[src/rtl/fetch_stage_pkg.sv]
// Shared fetch-stage definitions: next-PC select codes, bubble instruction,
// IF FSM state codes and the IF/ID payload layout.
package fetch_stage_pkg;

  localparam logic [1:0]  PCSEL_PC4    = 2'b00;
  localparam logic [1:0]  PCSEL_BR     = 2'b01;
  localparam logic [1:0]  PCSEL_JMP    = 2'b10;
  localparam logic [31:0] NOP_INST_DEF = 32'h0000_0013;

  typedef enum logic [1:0] {
    IF_FETCH = 2'd0,
    IF_HOLD  = 2'd1,
    IF_DROP  = 2'd2
  } if_state_e;

  // 97-bit IF/ID payload
  typedef struct packed {
    logic [31:0] pc;
    logic [31:0] pc4;
    logic [31:0] inst;
    logic        valid;
  } ifid_t;

  function automatic ifid_t ifid_bubble(input logic [31:0] nop);
    ifid_t b;
    b.pc    = 32'h0;
    b.pc4   = 32'h0;
    b.inst  = nop;
    b.valid = 1'b0;
    return b;
  endfunction

endpackage

[src/rtl/fetch_stage_ifid.sv]
// IF/ID pipeline register; a bubble request overrides a load in the same cycle.
module ifid_reg
  import fetch_stage_pkg::*;
#(
  parameter logic [31:0] NOP_INST = NOP_INST_DEF
) (
  input  logic  clk,
  input  logic  clrn,
  input  logic  load,
  input  logic  bubble,
  input  ifid_t din,
  output ifid_t dout
);

  ifid_t ifid_q, ifid_d;

  always_comb begin
    ifid_d = ifid_q;
    if (bubble)    ifid_d = ifid_bubble(NOP_INST);
    else if (load) ifid_d = din;
  end

  always_ff @(posedge clk or negedge clrn) begin
    if (!clrn) ifid_q <= ifid_bubble(NOP_INST);
    else       ifid_q <= ifid_d;
  end

  assign dout = ifid_q;

endmodule

[src/rtl/fetch_stage.sv]
// Instruction-fetch stage: PC, next-PC select, single-outstanding imem
// handshake with wrong-path squash, and the IF/ID register.
module fetch_stage
  import fetch_stage_pkg::*;
#(
  parameter logic [31:0] RESET_PC = 32'h0000_0000,
  parameter logic [31:0] NOP_INST = NOP_INST_DEF
) (
  input  logic        clk,
  input  logic        clrn,
  input  logic [1:0]  pcSel,
  input  logic [31:0] bpc,
  input  logic [31:0] jpc,
  input  logic        pcStall,
  input  logic        ifidStall,
  output logic        imemReq,
  output logic [31:0] imemAddr,
  input  logic        imemAck,
  input  logic [31:0] imemRdata,
  output logic [31:0] dpc,
  output logic [31:0] dpc4,
  output logic [31:0] dinst,
  output logic        dvalid,
  output logic        fetchBusy
);

  if_state_e   state_q, state_d;
  logic [31:0] pc_q, pc_d;
  logic [31:0] hold_inst_q, hold_inst_d;
  logic [31:0] drop_addr_q, drop_addr_d;

  logic        redirect, stall;
  logic [31:0] target, pc_plus4;
  logic        ifid_load, ifid_bub;
  ifid_t       ifid_in, ifid_out;

  assign redirect = (pcSel == PCSEL_BR) || (pcSel == PCSEL_JMP);
  assign target   = (pcSel == PCSEL_BR) ? bpc : jpc;
  assign stall    = pcStall | ifidStall;
  assign pc_plus4 = pc_q + 32'd4;

  always_comb begin
    state_d       = state_q;
    pc_d          = pc_q;
    hold_inst_d   = hold_inst_q;
    drop_addr_d   = drop_addr_q;
    ifid_load     = 1'b0;
    ifid_bub      = 1'b0;
    ifid_in.pc    = pc_q;
    ifid_in.pc4   = pc_plus4;
    ifid_in.inst  = imemRdata;
    ifid_in.valid = 1'b1;
    imemReq       = 1'b0;
    imemAddr      = pc_q;

    case (state_q)
      IF_FETCH: begin
        imemReq = 1'b1;
        if (imemAck) begin
          if (redirect) begin
            pc_d     = target;
            ifid_bub = 1'b1;
          end else if (stall) begin
            hold_inst_d = imemRdata;
            state_d     = IF_HOLD;
          end else begin
            ifid_load = 1'b1;
            pc_d      = pc_plus4;
          end
        end else if (redirect) begin
          // the in-flight request must still complete at its original address
          drop_addr_d = pc_q;
          pc_d        = target;
          ifid_bub    = 1'b1;
          state_d     = IF_DROP;
        end else if (!stall) begin
          ifid_bub = 1'b1;
        end
      end

      IF_HOLD: begin
        ifid_in.inst = hold_inst_q;
        if (redirect) begin
          pc_d     = target;
          ifid_bub = 1'b1;
          state_d  = IF_FETCH;
        end else if (!stall) begin
          ifid_load = 1'b1;
          pc_d      = pc_plus4;
          state_d   = IF_FETCH;
        end
      end

      IF_DROP: begin
        imemReq  = 1'b1;
        imemAddr = drop_addr_q;
        if (redirect) pc_d = target;
        if (redirect || !stall) ifid_bub = 1'b1;
        if (imemAck) state_d = IF_FETCH;
      end

      default: state_d = IF_FETCH;
    endcase
  end

  always_ff @(posedge clk or negedge clrn) begin
    if (!clrn) begin
      state_q     <= IF_FETCH;
      pc_q        <= RESET_PC;
      hold_inst_q <= 32'h0;
      drop_addr_q <= 32'h0;
    end else begin
      state_q     <= state_d;
      pc_q        <= pc_d;
      hold_inst_q <= hold_inst_d;
      drop_addr_q <= drop_addr_d;
    end
  end

  ifid_reg #(.NOP_INST(NOP_INST)) u_ifid (
    .clk    (clk),
    .clrn   (clrn),
    .load   (ifid_load),
    .bubble (ifid_bub),
    .din    (ifid_in),
    .dout   (ifid_out)
  );

  assign dpc       = ifid_out.pc;
  assign dpc4      = ifid_out.pc4;
  assign dinst     = ifid_out.inst;
  assign dvalid    = ifid_out.valid;
  assign fetchBusy = imemReq & ~imemAck;

endmodule

[config.mk]
export PLATFORM = sky130hd
export DESIGN_NAME = fetch_stage
export DESIGN_NICKNAME = d
export VERILOG_FILES = /design/src/rtl/fetch_stage_pkg.sv /design/src/rtl/fetch_stage_ifid.sv /design/src/rtl/fetch_stage.sv
export SDC_FILE = /design/constraint.sdc
export NUM_CORES = 1
export LEC_CHECK = 0
export ABC_CLOCK_PERIOD_IN_PS = 2000
export CORE_ASPECT_RATIO = 0.75
export CORE_MARGIN = 5
export CORE_UTILIZATION = 45
export DETAILED_ROUTE_END_ITERATION = 6
export GPL_TIMING_DRIVEN = 1
export PLACE_DENSITY = 0.75
export SETUP_SLACK_MARGIN = 0.15
export SLEW_MARGIN = 0
export SYNTH_ARGS = -nofsm -noshare
export SYNTH_HDL_FRONTEND = slang
export SYNTH_SLANG_ARGS = --single-unit
[constraint.sdc]
create_clock -name clk -period 2 [get_ports clk]
set_input_delay 0.5 -clock clk [delete_from_list [all_inputs] [get_ports clk]]
set_output_delay 0.5 -clock clk [all_outputs]
set_load 0.01 [all_outputs]
* After elaboration in Yosys (flattened, before gate mapping)
Cells that the tools add are included.
** Cells by class
- Add/sub/neg operators :: 1
- Eq/ne operators :: 9
- Multiplexer cells :: 28
- Bitwise logic cells :: 4
- Reduce and logical (&&, ||, !) cells :: 10
** Operators with widths (count)
- $mux 32 :: 7
- $mux 97 :: 2
- $pmux 32 s3 :: 1
- $add 32x3->32 const B :: 1
- $mux 2 :: 7
- $ne 3x3->1 const B :: 4
- $mux 1 :: 8
- $pmux 2 s3 :: 1
- $reduce_and 5->1 :: 1
- $eq 2x1->1 const B :: 2
- $eq 2x2->1 const B :: 2
- $reduce_and 4->1 :: 1
- $pmux 1 s3 :: 1
- $reduce_and 3->1 :: 1
- $reduce_bool 3->1 :: 1
- $logic_not 2->1 :: 1
- $logic_or 1x1->1 :: 2
- $ne 2x2->1 const B :: 1
- $not 1->1 :: 2
- $pmux 1 s2 :: 1
- $reduce_bool 2->1 :: 1
- $reduce_or 2->1 :: 1
- $and 1x1->1 :: 1
- $logic_not 1->1 :: 1
- $or 1x1->1 :: 1
** Word-level totals
- Bits in registers :: 195
- Bits of input ports :: 103
- Logic and storage cells :: 60

* Depth between registers and ports, before layout
Gate-level depths: netlist (run 1).
- Word-level depth :: 7
- Depth in mapped cells :: 10

* Modules after synthesis
Synthesis (run 1) repeated with hierarchy kept, for this count alone.
** Unflattened totals
- Cell total of the unflattened synthesis :: 954
- Area total of the unflattened synthesis :: 10528.8 um^2
** By module, submodules not included
- fetch_stage :: times used 1, cells an instance 641, area an instance 6598.8 um^2
- ifid_reg :: times used 1, cells an instance 313, area an instance 3930.0 um^2

* Least setup slack after synthesis (run 1)
No wires, ideal clock.
- Kind :: input-to-reg
- Start point :: input port pcSel[1]
- End point :: register u_ifid.ifid_q, in the netlist u_ifid.dout[87]
- Library setup time :: 0.066 ns
- Arrival :: 2.215 ns
- Data required time :: 1.934 ns
- Path slack :: -0.281 ns
- Stages :: 9
- Path buffers :: 3
- Cell sequence :: inv_1 ha_1 clkbuf_1 a311o_1 nand2_1 nor2_1 clkbuf_1 clkbuf_1 a22o_1
** Between the ends
- Longest elaborated chain between the ends :: 6
- Elaborated cells between the ends (all ways) :: 14
- Those cells by class :: 2 x eq/ne; 9 x mux; 3 x reduce/logical
** RTL lines
- start: declaration :: line fetch_stage.sv:11 : input logic [1:0] pcSel,
- $eq 2x1->1 or $eq 2x2->1 (tied branches) :: line fetch_stage.sv:37 : assign redirect = (pcSel == PCSEL_BR) || (pcSel == PCSEL_JMP);
- $logic_or 1x1->1 * :: line fetch_stage.sv:37
- $mux 1 (tied with other cells) :: line fetch_stage.sv:70 : end else if (redirect) begin
- $mux 1 (on tied branches) :: line fetch_stage.sv:59, fetch_stage.sv:98
- $pmux 1 s3 or $pmux 1 s2 (tied branches) :: line fetch_stage.sv:56 : case (state_q)
- $mux 97 or $reduce_bool 2->1 (tied branches)
- end signal: assignment :: line fetch_stage_ifid.sv:24 : if (!clrn) ifid_q <= ifid_bubble(NOP_INST);
- end signal: assignment :: line fetch_stage_ifid.sv:25 : else ifid_q <= ifid_d;
- end: declaration :: line fetch_stage_ifid.sv:15 : ifid_t ifid_q, ifid_d;
Every way passes the cells marked *; elsewhere a longest branch is shown, timed or not.
A chain may end at the register's enable or synchronous reset.

* Worst setup path after layout (run 1)
- Start point :: register state_q[0]
- End point :: output port imemAddr[10]
** Between the ends
- Longest elaborated chain between the ends :: 2
** RTL lines
- start: declaration :: line fetch_stage.sv:27 : if_state_e state_q, state_d;
- start signal: assignment :: line fetch_stage.sv:113 : state_q <= state_d;
- $eq 2x2->1 :: line fetch_stage.sv:56
- $mux 32 :: line fetch_stage.sv:56
- end: declaration :: line fetch_stage.sv:17 : output logic [31:0] imemAddr,
No other way between the ends.

==> results.tsv, run 1 <==
metric	value	unit
worstMarginPinSlew	0.496	ns
pre_cts_ws	-0.745	ns
diodes	0	
avgSynthCellArea	10.6	um^2
io_buffers	233	
setup_tns	-36.54	ns
grt_max_degree	64	
power_density	1360	mW/mm^2
cts_tree	built	
setup_violations	179	
drv_slew	0	
grt_pass1_vias	9202	
rr_worst_depth	9	
hold_path_class	register to register	
viasPerCell	5.76	
hpwl	22800	um
boundaryPins	234	
antenna_found_initial	0	
worstPathArrival	1.81	ns
fp.dieH	137	um
grt_overflow	0	
clock_latency	0.44	ns
core	0.0211	mm^2
reg2reg_from	state_q[0]$_DFFE_PN0P_	
finalCritPeriodShare	116	%
synth.area.top_cells	dfrtp_1 49%, mux2_2 11%, mux2i_1 6.2%	
drtAntennaViolNets	0	
cts.path.max_buffers	2	
vias	9077	
p_leak	7.99	nW
finClkSkew	0.0134	ns
crit_top_cell	buf_6	
worst_path_max_delay_cell	dfrtp_1	
synth_top_cell_by_area	dfrtp_1	
regToRegSetupSlack	-0.30	ns
r2r_end	u_ifid.dout[87]$_DFFE_PN0P_	
async_reset_ff_share	100	%
cap_viol_max_count	0	
synthDistinctLibCells	62	
gp_congestion	0.922	
start_kind	register	
first_pass_iters	5	
ys_seq_area_share	50.0	%
syn-cell-area	0.00966	mm^2
synth_top_area_share	49.2	%
drtIter0Drc	755	
design.die.area	0.0245	mm^2
synth-edff-count	0	
wl_per_cell	22.5	um
synth_ff_type	dfrtp_1	
max-vdd-ir-drop	0.000846	V
start_util	45.7	%
finalNonFillerCells	1576	
synth_nets	1017	
fp-row-count	46	
fmax	432	MHz
drive_above_1_share	38.6	%
cts.sinks	193	
root_buffer	clkbuf_16	
holdWs	0.482	ns
violations	setup timing	
setup_slack	-0.312	ns
clkTransAtPathRegs	0.07	ns
area_growth	64.8	%
post-place-cells	1485	
relSlewSlack	66.7	%
fillers	1329	
setup.worst_path.end	imemAddr[10]	
regArea	0.00484	mm^2
cp-end-kind	output port	
crit_start	state_q[0]$_DFFE_PN0P_	
synthCells	908	
status	finished with violations	
max_stage_delay	0.39	ns
multi_input_area	0.00536	mm^2
die_w	179	um
htree_levels	4	
cp.required	1.50	ns
crit_type	register to output port	
min_period	2.31	ns
cp_max_fo	6	
crit_chain	inv_2 -> ha_4 -> buf_6 -> buf_16 -> mux2_4 -> buf_6	
rsz0062_at_grt	yes	
numCtsBuffers	17	
ys_seq_elements	193	
drc_errors	0	
grt_use_total	27.1	%
routed_wl	35500	um
nets	1384	
yosys_warnings	0	
final_hold_viol_count	0	
grt_first_pass_wirelength	51300	um
-- cell type report --
cell class	count	area share, %
multi-input cells	624	33.7
inverters	14	0.424
clock inverters	15	1.05
repair buffers	425	29.5
flip-flops and latches	193	30.4
well taps	288	2.26
clock buffers	17	2.67
-- power breakdown --
part | leakage [nW] | internal, mW | switching, mW
Combinational | 5.19 | 6.50 | 5.74
Sequential | 2.52 | 5.16 | 0.818
Clock | 0.287 | 1.78 | 1.71
-- worst max-delay path: cells and delay by family, from the launching register on --
kind,cells,cell delay [ns]
buffers and inverters,4,0.51
DFF,1,0.39
muxes,1,0.31
adders and majority gates,1,0.16
-- worst min path at each step --
stage | slack [ns] | depth (start not counted) | endpoint | start
final | 0.48 | 2 | u_ifid.dout[88]$_DFFE_PN0P_ | u_ifid.dout[88]$_DFFE_PN0P_
after global routing | 0.50 | 2 | u_ifid.dout[63]$_DFFE_PN0P_ | u_ifid.dout[63]$_DFFE_PN0P_
after CTS | 0.49 | 2 | u_ifid.dout[26]$_DFFE_PN0P_ | u_ifid.dout[26]$_DFFE_PN0P_
after detailed placement | 0.44 | 1 | drop_addr_q[17]$_DFFE_PN0P_ | clrn
after global placement | 0.43 | 1 | drop_addr_q[16]$_DFFE_PN0P_ | clrn
after floorplan | 0.20 | 0 | drop_addr_q[0]$_DFFE_PN0P_ | clrn
-- flip-flops by register name, indices dropped and copies added, names as in the netlist --
register and count:
hold_inst_q 32, state_q 2, pc_q 32, drop_addr_q 32, u_ifid.dout 95
-- cell usage in the layout (no fill, tap or decap), types with 5 or more instances in the layout --
cell / instances
dfrtp_1: 188
clkdlybuf4s50_1: 125
buf_4: 108
nand2_1: 93
dlymetal6s2s_1: 71
buf_6: 67
mux2_2: 62
mux2i_1: 59
o21ai_1: 44
o21ai_2: 37
mux2_4: 35
a22o_1: 31
buf_12: 27
a21oi_1: 23
clkbuf_16: 22
xnor2_1: 18
nor2_1: 15
nand3_1: 10
xor2_1: 10
nand2_2: 9
inv_1: 8
a211oi_1: 8
nor3_1: 8
nor2_4: 7
nand4_1: 7
o21ai_0: 7
buf_2: 7
nor2b_1: 6
ha_4: 6
buf_16: 6
o22ai_1: 5
a31oi_1: 5
a21oi_2: 5
-- Yosys cell counts, drive strengths merged, types with 4 or more instances --
| master | n |
|---|---|
| a21oi | 31 |
| xnor2 | 18 |
| nor2b | 6 |
| dfrtp | 190 |
| o22ai | 7 |
| mux2 | 97 |
| clkbuf | 59 |
| a31oi | 5 |
| nor2 | 21 |
| nor3 | 15 |
| nand2 | 107 |
| o221ai | 4 |
| buf | 20 |
| a311oi | 5 |
| a22oi | 4 |
| a211oi | 11 |
| o31ai | 5 |
| mux2i | 60 |
| o21ai | 90 |
| and3 | 4 |
| inv | 12 |
| nor3b | 4 |
| ha | 6 |
| and4 | 4 |
| a21o | 4 |
| a22o | 32 |
| xor2 | 10 |
| nand3 | 17 |
| nor4 | 9 |
| nand4 | 9 |
| or4 | 4 |
-- through the flow --
| stage | power (mW) | util, % | cell area [um^2] |
|---|---|---|---|
| after global routing | 22.7 | 75.4 | 15900 |
| after detailed placement | 15.2 | 63.7 | 13500 |
| final | 21.7 | 75.4 | 15900 |
| after CTS | 20.6 | 71.8 | 15200 |
| after floorplan | 11.0 | - | 10000 |
| after global placement | 14.9 | 63.7 | 13500 |
-- cells by family after synthesis --
logic type	after synthesis	synth area share, %
adders and majority gates	6	0.777
muxes	157	17.5
DFF	193	50.0
and+or+nand+nor	212	10.6
xor gates and xnor gates	28	2.54
buffers and inverters	93	3.90
AOI/OAI and AO/OA	219	14.6
-- what timing repair did --
item	in CTS	in global routing
hold endpoints to repair	32	0
pin swaps	62	26
gates resized for setup	329	148
gates cloned	9	6
hold buffers	1	0
setup buffers	29	14
setup endpoints to repair	302	322
-- routing by layer --
metal / GRT usage [%] / vias to the layer above / share of wire, %
met5: 0 / - / 0
met4: 8.50 / 0 / 2.2
met3: 7.51 / 63 / 8.6
met2: 41.3 / 412 / 46
met1: 37.8 / 4564 / 43
li1: - / 4038 / -
(Power assumes the default switching activity.)
==> inputs of run 2 (changes only) <==
--- a/config.mk
+++ b/config.mk
@@ -9,3 +9,2 @@
 export CORE_ASPECT_RATIO = 0.75
-export CORE_MARGIN = 5
 export CORE_UTILIZATION = 45
@@ -15,3 +14,3 @@
 export SETUP_SLACK_MARGIN = 0.15
-export SLEW_MARGIN = 0
+export SLEW_MARGIN = 15
 export SYNTH_ARGS = -nofsm -noshare
--- a/constraint.sdc
+++ b/constraint.sdc
@@ -3,2 +3,2 @@
 set_output_delay 0.5 -clock clk [all_outputs]
-set_load 0.01 [all_outputs]
+set_load 0.02 [all_outputs]
==> results.tsv, run 2 (synthesis gave the netlist of run 1 again) <==
metric	value	unit
cp_max_fo	11	
grt_max_degree	57	
cts_tree	built	
wl_per_cell	22.0	um
first_pass_iters	6	
violations	setup timing	
pre_cts_ws	-0.504	ns
vias	9098	
start_util	45.9	%
max_stage_delay	0.39	ns
nets	1378	
drtIter0Drc	1074	
worstMarginPinSlew	0.501	ns
r2r_end	u_ifid.dout[74]$_DFFE_PN0P_	
clock_latency	0.45	ns
core	0.0211	mm^2
power_density	1390	mW/mm^2
grt_overflow	0	
fp-row-count	46	
cts.sinks	193	
regToRegSetupSlack	-0.27	ns
drive_above_1_share	37.1	%
grt_first_pass_wirelength	48200	um
crit_start	state_q[0]$_DFFE_PN0P_	
cts.path.max_buffers	2	
routed_wl	34600	um
finalCritPeriodShare	116	%
cp.required	1.50	ns
diodes	0	
fin_area	0.0156	mm^2
fin_util	74.2	%
post-place-cells	1495	
drtAntennaViolNets	0	
cp_top_family	buffers and inverters	
layout_commonest_cell	dfrtp_1	
grt_use_total	28.9	%
finClkSkew	0.0141	ns
htree_levels	4	
finalNonFillerCells	1570	
numCtsBuffers	17	
io_buffers	233	
min_period	2.32	ns
setup_violations	177	
cp_num_buf_inv	3	
place_area	0.0136	mm^2
relSlewSlack	66.4	%
final_hold_viol_count	0	
cap_viol_max_count	0	
holdWs	0.482	ns
gp_congestion	0.944	
root_buffer	clkbuf_16	
clkTransAtPathRegs	0.08	ns
start_kind	register	
reg2reg_from	state_q[0]$_DFFE_PN0P_	
hpwl	21600	um
drc_errors	0	
area_growth	61.8	%
p_leak	8.26	nW
largest_register_ff_count	95	
boundaryPins	234	
fp.dieH	129	um
viasPerCell	5.79	
antenna_found_initial	0	
status	finished with violations	
max-vdd-ir-drop	0.000750	V
rr_worst_depth	9	
hp-start	u_ifid.dout[55]$_DFFE_PN0P_	
worst-path-stages	5	
design.die.area	0.0221	mm^2
fillers	1355	
crit_chain	inv_2 -> ha_4 -> buf_12 -> mux2_2 -> buf_2	
crit_type	register to output port	
fmax	431	MHz
layout_common_cells	185 x dfrtp_1, 134 x buf_4, 100 x clkdlybuf4s50_1	
worst_path_max_delay_cell	dfrtp_1	
grt_pass1_vias	8585	
cp-end-kind	output port	
hold_path_class	register to register	
worstPathArrival	1.82	ns
rsz0062_at_grt	yes	
drv_slew	0	
setup_slack	-0.319	ns
die_w	171	um
setup.worst_path.end	imemAddr[17]	
## run 2: changes by cell type in the layout (fill, tap and decap cells not counted), moves of 7 or more
cell             change
buf_6               -22
mux2_2              +15
buf_4               +26
clkdlybuf4s50_1     -25
o21ai_1             +24
mux2_4              -17
o21ai_2             -24
buf_12               -7
dlymetal6s2s_1      +23
## run 2: repair_timing
action	4_1_cts	5_1_grt
setup endpoints to repair	310	323
setup buffers	13	16
gates cloned	3	10
endpoints found under the hold margin	31	0
hold buffers	1	0
gates resized for setup	233	210
pin swaps	12	27
## run 2: cell type report
class	count	area, um^2	share of cell area, %
clock buffers	18	439	2.81
repair buffers	419	4520	29.0
multi-input cells	624	5240	33.5
well taps	288	360	2.31
flip-flops and latches	193	4840	31.0
clock inverters	14	164	1.05
inverters	14	61.3	0.392
## run 2: report_power, final
part	total, mW	leakage, nW	internal (mW)	switching [mW]
registers	6.05	2.51	5.16	0.886
logic	12.2	5.46	6.09	6.06
clock network	3.59	0.292	1.83	1.77
## run 2: how the worst min path moves through the flow
| stage | slack (ns) | endpoint | cells after the start |
|---|---|---|---|
| after floorplan | 0.20 | drop_addr_q[0]$_DFFE_PN0P_ | 0 |
| after global placement | 0.43 | u_ifid.dout[83]$_DFFE_PN0P_ | 1 |
| after detailed placement | 0.43 | u_ifid.dout[81]$_DFFE_PN0P_ | 1 |
| after CTS | 0.49 | u_ifid.dout[14]$_DFFE_PN0P_ | 2 |
| after global routing | 0.51 | u_ifid.dout[31]$_DFFE_PN0P_ | 2 |
| final | 0.48 | u_ifid.dout[55]$_DFFE_PN0P_ | 2 |
## run 2: routing by layer
layer  global-route usage [%]  share of wire, %  up-vias
li1                         -                 -     4013
met1                     40.8                43     4487
met2                     45.0                45      505
met3                     5.51               8.5       93
met4                     8.88               3.1        0
met5                        0                 0        -
## run 2: metrics by stage
step	total power, mW	TNS [ns]
floorplan	11.7	-0.798
global placement	15.6	-83.91
detailed placement	15.8	-84.26
CTS	20.1	-17.78
global route	22.7	-36.91
finish	21.8	-28.96
## run 2: worst reg2reg max path: stages (launching register included)
cell     delay [ns]
dfrtp_1        0.39
inv_2          0.08
ha_4           0.21
buf_12         0.17
buf_8          0.12
nor3_2         0.04
a311o_1        0.37
a22o_4         0.32
buf_16         0.19
a22o_1         0.27
